**config.mk**
```make
export PLATFORM = sky130hd
export DESIGN_NAME = text_ram_arbiter
export DESIGN_NICKNAME = d
export VERILOG_FILES = /design/src/rtl/text_ram_arbiter.sv
export SDC_FILE = /design/constraint.sdc
export NUM_CORES = 1
export LEC_CHECK = 0
export ABC_AREA = 1
export CORE_ASPECT_RATIO = 1.2
export CORE_MARGIN = 1
export CORE_UTILIZATION = 45
export DETAILED_ROUTE_END_ITERATION = 16
export PLACE_DENSITY = 0.86
export SLEW_MARGIN = 20
export SYNTH_ARGS = -nofsm -noshare
export SYNTH_HDL_FRONTEND = slang
export SYNTH_SLANG_ARGS = --single-unit
```
**constraint.sdc**
```tcl
create_clock -name clk -period 3.3 [get_ports clk]
set_input_delay 0.33 -clock clk [delete_from_list [all_inputs] [get_ports clk]]
set_output_delay 0.33 -clock clk [all_outputs]
set_load 0.02 [all_outputs]
```
**src/rtl/text_ram_arbiter.sv**
```systemverilog
// Port arbiter and fill sequencer in front of the 3072x16 text RAM (write port A, read port B).
// Optional starvation guard for CPU reads: define TEXT_RAM_ARB_STARVE_GUARD_EN.
module text_ram_arbiter #(
    parameter int DEPTH    = 3072,
    parameter int AW       = 12,
    parameter int DW       = 16,
    parameter int MAX_WAIT = 8
) (
    input  logic          clk,
    input  logic          resetn,
    input  logic          vid_req,
    input  logic [AW-1:0] vid_addr,
    output logic          vid_valid,
    output logic [DW-1:0] vid_data,
    output logic          vid_miss,
    input  logic          cpu_req,
    input  logic          cpu_we,
    input  logic [AW-1:0] cpu_addr,
    input  logic [DW-1:0] cpu_wdata,
    output logic          cpu_ack,
    output logic [DW-1:0] cpu_rdata,
    input  logic          fill_start,
    input  logic [AW-1:0] fill_base,
    input  logic [AW-1:0] fill_len,
    input  logic [DW-1:0] fill_value,
    output logic          fill_busy,
    output logic          fill_done,
    output logic [AW-1:0] ram_ada,
    output logic [DW-1:0] ram_din,
    output logic          ram_cea,
    output logic [AW-1:0] ram_adb,
    output logic          ram_ceb,
    output logic          ram_oce,
    output logic          ram_reset,
    input  logic [DW-1:0] ram_dout
);

    typedef enum logic [1:0] {C_IDLE, C_RD1, C_RD2, C_ACK} cpu_state_t;
    typedef enum logic [1:0] {F_IDLE, F_RUN, F_DONE} fill_state_t;

    localparam logic [AW:0] DEPTH_W = (AW+1)'(DEPTH);

    function automatic logic in_range(input logic [AW-1:0] a);
        return {1'b0, a} < DEPTH_W;
    endfunction

    cpu_state_t  cpu_state, cpu_next;
    fill_state_t fill_state, fill_next;
    logic [AW-1:0] fill_addr, fill_left;
    logic [DW-1:0] fill_val;
    logic cpu_rd_pending, cpu_rd_grant, cpu_wr_issue, cpu_steal, vid_grant;
    logic vid_p1, vid_oor_p1;

    assign cpu_rd_pending = (cpu_state == C_IDLE) && cpu_req && !cpu_we;
    assign cpu_wr_issue   = (cpu_state == C_IDLE) && cpu_req && cpu_we && (fill_state != F_RUN);
    assign vid_grant      = vid_req && !cpu_steal;
    assign cpu_rd_grant   = cpu_rd_pending && !vid_grant;

`ifdef TEXT_RAM_ARB_STARVE_GUARD_EN
    localparam int CW = $clog2(MAX_WAIT + 1);
    logic [CW-1:0] starve_cnt;
    logic          miss_p1, vid_miss_q;

    // After MAX_WAIT consecutive losses the CPU read takes the next port B slot outright.
    assign cpu_steal = cpu_rd_pending && (starve_cnt == CW'(MAX_WAIT));

    always_ff @(posedge clk) begin
        if (!resetn) begin
            starve_cnt <= '0;
            miss_p1    <= 1'b0;
            vid_miss_q <= 1'b0;
        end else begin
            if (cpu_rd_pending && vid_req && !cpu_steal) starve_cnt <= starve_cnt + 1'b1;
            else                                         starve_cnt <= '0;
            miss_p1    <= vid_req && cpu_steal;
            vid_miss_q <= miss_p1;
        end
    end

    assign vid_miss = vid_miss_q;
`else
    assign cpu_steal = 1'b0;
    assign vid_miss  = 1'b0;
`endif

    // NOTE: state registers use non-blocking assignments so every flop samples pre-edge values.
    always_ff @(posedge clk) begin
        if (!resetn) begin
            cpu_state  <= C_IDLE;
            fill_state <= F_IDLE;
        end else begin
            cpu_state  <= cpu_next;
            fill_state <= fill_next;
        end
    end

    // NOTE: every always_comb output gets a default first, so no path can infer a latch.
    always_comb begin
        cpu_next = cpu_state;
        case (cpu_state)
            C_IDLE:  if (cpu_wr_issue) cpu_next = C_ACK;
                     else if (cpu_rd_grant) cpu_next = C_RD1;
            C_RD1:   cpu_next = C_RD2;
            C_RD2:   cpu_next = C_IDLE;
            C_ACK:   cpu_next = C_IDLE;
            default: cpu_next = C_IDLE;
        endcase
    end

    always_comb begin
        fill_next = fill_state;
        case (fill_state)
            F_IDLE:  if (fill_start)
                         fill_next = (fill_len == '0 || !in_range(fill_base)) ? F_DONE : F_RUN;
            F_RUN:   if (fill_left == AW'(1) || fill_addr == AW'(DEPTH - 1)) fill_next = F_DONE;
            F_DONE:  fill_next = F_IDLE;
            default: fill_next = F_IDLE;
        endcase
    end

    // NOTE: pure datapath registers carry no reset; they are only read in F_RUN, after a load.
    always_ff @(posedge clk) begin
        if (fill_state == F_IDLE && fill_start) begin
            fill_addr <= fill_base;
            fill_left <= fill_len;
            fill_val  <= fill_value;
        end else if (fill_state == F_RUN) begin
            fill_addr <= fill_addr + 1'b1;
            fill_left <= fill_left - 1'b1;
        end
    end

    // RAM enables are gated by resetn so nothing issues during a reset cycle.
    always_comb begin
        ram_ada = cpu_addr;
        ram_din = cpu_wdata;
        ram_cea = 1'b0;
        if (fill_state == F_RUN) begin
            ram_ada = fill_addr;
            ram_din = fill_val;
            ram_cea = resetn;
        end else if (cpu_wr_issue) begin
            ram_cea = resetn && in_range(cpu_addr);
        end
        ram_adb = vid_grant ? vid_addr : cpu_addr;
        ram_ceb = resetn && ((vid_grant && in_range(vid_addr)) ||
                             (cpu_rd_grant && in_range(cpu_addr)));
    end

    // Read results: grant at T, RAM data at T+1, registered output at T+2.
    always_ff @(posedge clk) begin
        if (!resetn) begin
            vid_p1     <= 1'b0;
            vid_oor_p1 <= 1'b0;
            vid_valid  <= 1'b0;
            vid_data   <= '0;
            cpu_rdata  <= '0;
        end else begin
            vid_p1     <= vid_grant;
            vid_oor_p1 <= !in_range(vid_addr);
            vid_valid  <= vid_p1;
            if (vid_p1) vid_data <= vid_oor_p1 ? '0 : ram_dout;
            if (cpu_state == C_RD1) cpu_rdata <= in_range(cpu_addr) ? ram_dout : '0;
        end
    end

    assign cpu_ack   = resetn && (cpu_state == C_RD2 || cpu_state == C_ACK);
    assign fill_busy = resetn && (fill_state == F_RUN);
    assign fill_done = resetn && (fill_state == F_DONE);
    assign ram_oce   = 1'b1;
    assign ram_reset = ~resetn;

endmodule

```
---- Word level (Yosys, flattened, before mapping) ----
Cells that the tools add are included.
storage, ports and cells
  logic and storage cells ................. 72
  bits in registers ....................... 79
  input bits .............................. 102
cells by class
  bitwise logic cells ..................... 1
  add/sub/neg operators ................... 2
  equality and inequality tests ........... 11
  reductions and logical operators ........ 27
  magnitude comparators ................... 3
  mux-type cells .......................... 18
operators by type and width
  operator                 count
  $mux W12                 6
  $mux W16                 3
  $lt A12 B12 Y1 const B   3
  $logic_and A1 B1 Y1      13
  $add A12 B1 Y12 const B  1
  $eq A12 B1 Y1 const B    1
  $eq A12 B12 Y1 const B   1
  $logic_not A12 Y1        1
  $sub A12 B1 Y12 const B  1
  $mux W2                  5
  $eq A2 B2 Y1 const B     3
  $pmux W2 S3              1
  $eq A2 B1 Y1 const B     2
  $logic_not A1 Y1         4
  $logic_not A2 Y1         2
  $logic_or A1 B1 Y1       4
  $ne A2 B2 Y1 const B     2
  $pmux W2 S2              1
  $ne A3 B3 Y1 const B     1
  $mux W1                  2
  $ne A2 B1 Y1 const B     1
  $reduce_and A2 Y1        1
  $reduce_bool A2 Y1       1
  $reduce_or A2 Y1         1
  $not A1 Y1               1

---- Depth between registers and ports, before layout ----
  depth after elaboration ................. 7
  mapped depth ............................ 9
  depth with buffers taken out ............ 9

---- Worst setup path before layout ----
Ideal clock, no wire load.
  path type ............................... register -> register
  start ................................... register fill_state[1]
  end ..................................... register fill_addr[0] (enable)
  clock period less this slack ............ 1.706 ns
  arrival ................................. 1.325 ns
  path buffers ............................ 2
  stages on the path, launching flop included .. 6
  setup time .............................. 0.381 ns
  path slack .............................. 1.594 ns
  data required time ...................... 2.919 ns
  path through ............................ dfxtp_1 -> inv_1 -> nand2_1 -> buf_4 -> buf_4 -> nand2_1
between the ends
  word-level cells in the longest chain between the ends .. 3
ends and longest elaborated chain
  what                            line  source
  from (decl)                     48    fill_state_t fill_state, fill_next;
  from (signal assigned)          93    fill_state <= fill_next;
  $logic_not A2 Y1                123   if (fill_state == F_IDLE && fill_start) begin
  $logic_and A1 B1 Y1             123
  $reduce_bool A2 Y1 (no line) *  -
  to (signal assigned)            124   fill_addr <= fill_base;
  to (signal assigned)            128   fill_addr <= fill_addr + 1'b1;
  to (decl)                       49    logic [AW-1:0] fill_addr, fill_left;
Every way passes the cells marked *; elsewhere a longest branch is shown, timed or not.
A chain may end at the register's enable or synchronous reset.

---- Final worst setup path ----
  start ................................... input vid_req
  end ..................................... output ram_adb[6]
between the ends
  word-level cells in the longest chain between the ends .. 1
ends and longest elaborated chain
  what         line  source
  from (decl)  11    input logic vid_req,
  $mux W12     145   ram_adb = vid_grant ? vid_addr : cpu_addr;
  to (decl)    31    output logic [AW-1:0] ram_adb,
Every way passes these cells.

==> flow_summary.toml <==
[outcome]
status = "complete, no violations"

[clock_tree]
clk_latency_ns = 0.36
holdBufCountCts = 0
cts_root_buf = "clkbuf_8"
cts_buffers = 9
clk_path_buf_depth = 2
clkTransAtPathRegs_ns = 0.09
post_cts_buffers = 0
clock-sinks = 79
htree_levels = 3
cts_tree = "done"
cts_resized = 0

[worst_setup_path]
critical_path_class = "in2out"
cp-start-kind = "input port"
cp.required_ns = 2.97
critPathArrivalTime_ns = 2.28
reg2reg_depth = 5
crit_chain = "clkdlybuf4s50_1 -> buf_4 -> clkinv_1 -> nand2_1 -> nand2_1 -> clkdlybuf4s50_1"
crit_path_max_incr_delay_ns = 0.56
cp_slowest_cell = "clkdlybuf4s50_1"
crit_family = "buffers and inverters"
crit_path_max_fanout = 12
cp-end-kind = "output pin"
path_buf_inv = 4
crit_cells = 6

[sta]
max-slew-margin-rel = 0.547
tns_ns = 0
clock.fmax_ghz = 0.383
period_share = 0.791
worst_pin_slew_ns = 0.679
slew_violations = 0
clock_skew_ns = 0.0135
rsz0062_at_grt = "false"
setup_violations = 0
finalCriticalPeriod_ns = 2.61
finalHoldViolCount = 0

[power]
seqPwrFrac = 0.438
p_clk_frac = 0.280
ir_drop_v = 0.000322
netSwitchingPower_mw = 0.900
swShare = 0.318
p_leak_nw = 2.50
p_comb_frac = 0.282
p_int_mw = 1.93
power_density_mw_per_mm2 = 465

[grt]
grt_use_met3 = 0.0861
grt_pass1_wl_um = 18300
use_met2 = 0.468
grt_max_degree = 47
grt.busiest_layer = "met2"
grt_overflow_total = 0
grt_antenna_before_repair = 0
grt_pass1_vias = 3940
grt.total_usage = 0.258
grtUsageMet1 = 0.278

[yosys]
synth_top_area_frac = 0.299
synth-edff-count = 40
seq_area_frac_synth = 0.493
synth_area_sq_mm = 0.00402
yosysWarningCount = 0
synth_area_leaders = "edfxtp_1 30%, dfxtp_1 19%, nand2_1 18%"
synth.avg_cell_area_sq_um = 7.72
ys_ff_latch = 79
yosysTopAreaCell = "edfxtp_1"
netlist_instances = 521
synth_nets = 626
synthArstFlopShare = 0
synth_common_cells = "196 x nand2_1, 49 x nor2_1, 40 x edfxtp_1"
synth.distinct_cells = 32
yosysMostFrequentCell = "nand2_1"
synth-main-ff-cell = "edfxtp_1"

[die]
core_region_area_sq_mm = 0.00861
num_rows = 37
die_h_um = 106
dieArea_sq_mm = 0.00933
ios = 183
start_util = 0.467
die_width_um = 88.3

[detailed_routing]
drtPass1Iterations = 8
vias = 4123
vias_per_cell = 5.07
ant_nets = 0
finalWirelength_um = 12100
wl_per_cell_um = 14.8
first_iter_violations = 214
drc = 0

[final_layout]
finalNonFillerCells = 814
syn2layout_area_growth_pct = 51.2
diodes = 0
nets = 797
drive_gt1_frac = 0.0502

[place]
portBuffers = 180
place_inst = 798
place_hpwl_um = 9250
gp_congestion = 0.830

[min_path]
min_path_type = "reg2reg"
hold_depth = 2

[run]
cap_violations = 0
## metrics by stage
| stage | util | total power, mW | worst slack (ns) | hold WS, ns | area, sq um |
|---|---|---|---|---|---|
| floorplan | - | 1.69 | 1.59 | 0.428 | 4020 |
| CTS | 0.706 | 2.85 | 0.690 | 0.471 | 6080 |
| finish | 0.706 | 2.83 | 0.691 | 0.470 | 6080 |
| global placement | 0.681 | 2.03 | 0.762 | 0.451 | 5860 |
| detailed placement | 0.681 | 2.06 | 0.693 | 0.457 | 5860 |
| global route | 0.706 | 2.96 | 0.585 | 0.489 | 6080 |
## sequential cells by signal, summed over array words and instances, names as in the netlist
register / flops
vid_p1: 1
cpu_rdata: 16
cpu_state: 2
fill_state: 2
fill_left: 12
vid_oor_p1: 1
fill_val: 16
fill_addr: 12
vid_data: 16
vid_valid: 1
## power by group through the flow
stage	sequential [mW]	combinational, mW	clock (mW)
floorplan	1.26	0.426	0
global placement	1.26	0.778	0
detailed placement	1.26	0.797	0
CTS	1.24	0.803	0.804
global route	1.25	0.872	0.834
finish	1.24	0.798	0.791
## per-layer routing
layer,wire length [um],part of all wire,vias up
li1,-,-,2031
met1,4600,0.38,1877
met2,6210,0.51,204
met3,1150,0.095,11
met4,103,0.0085,0
met5,0,0,-
## path summary, 6_finish.rpt
kind,start,end,slack [ns]
worst max-delay path,vid_req,ram_adb[6],0.69
worst min-delay path,vid_data[15],vid_data[15],0.47
worst max register to register,fill_state[1],fill_addr[5],1.35
worst min register to register,vid_data[15],vid_data[15],0.47
## layout by cell type (no fill, tap or decap), types with 3 or more instances in the layout
| cell type | n |
|---|---|
| o21ai_1 | 4 |
| clkdlybuf4s50_1 | 180 |
| inv_1 | 35 |
| o21ai_0 | 25 |
| inv_6 | 3 |
| nand2_1 | 196 |
| xnor2_1 | 3 |
| edfxtp_1 | 40 |
| dfxtp_1 | 39 |
| nand3_1 | 37 |
| buf_4 | 5 |
| a22oi_1 | 16 |
| nor2_1 | 49 |
| a21oi_1 | 21 |
| xor2_1 | 4 |
| clkbuf_8 | 9 |
| ha_1 | 3 |
## worst reg2reg max path: stages, from the launching register on
cell	delay, ns
dfxtp_1	0.41
inv_1	0.08
nand2_1	0.08
buf_4	0.35
nand2_1	0.44
buf_4	0.35
## final cells by class
type,instances,area (sq um)
clock inverter,6,72.6
clock buffer,10,149
sequential,79,1980
multi-input combinational,380,1750
tap,117,146
inverter,37,139
timing repair buffer,185,1840
fill,662,2530
## kinds of logic after synthesis
family                     synth area share
and+or+nand+nor                       0.310
DFF                                   0.493
AOI/OAI and AO/OA                    0.0992
buffers and inverters                0.0715
xor gates and xnor gates             0.0152
adders and majority gates           0.00933
other                               0.00187
No activity file was read; power rests on OpenSTA's default activity.
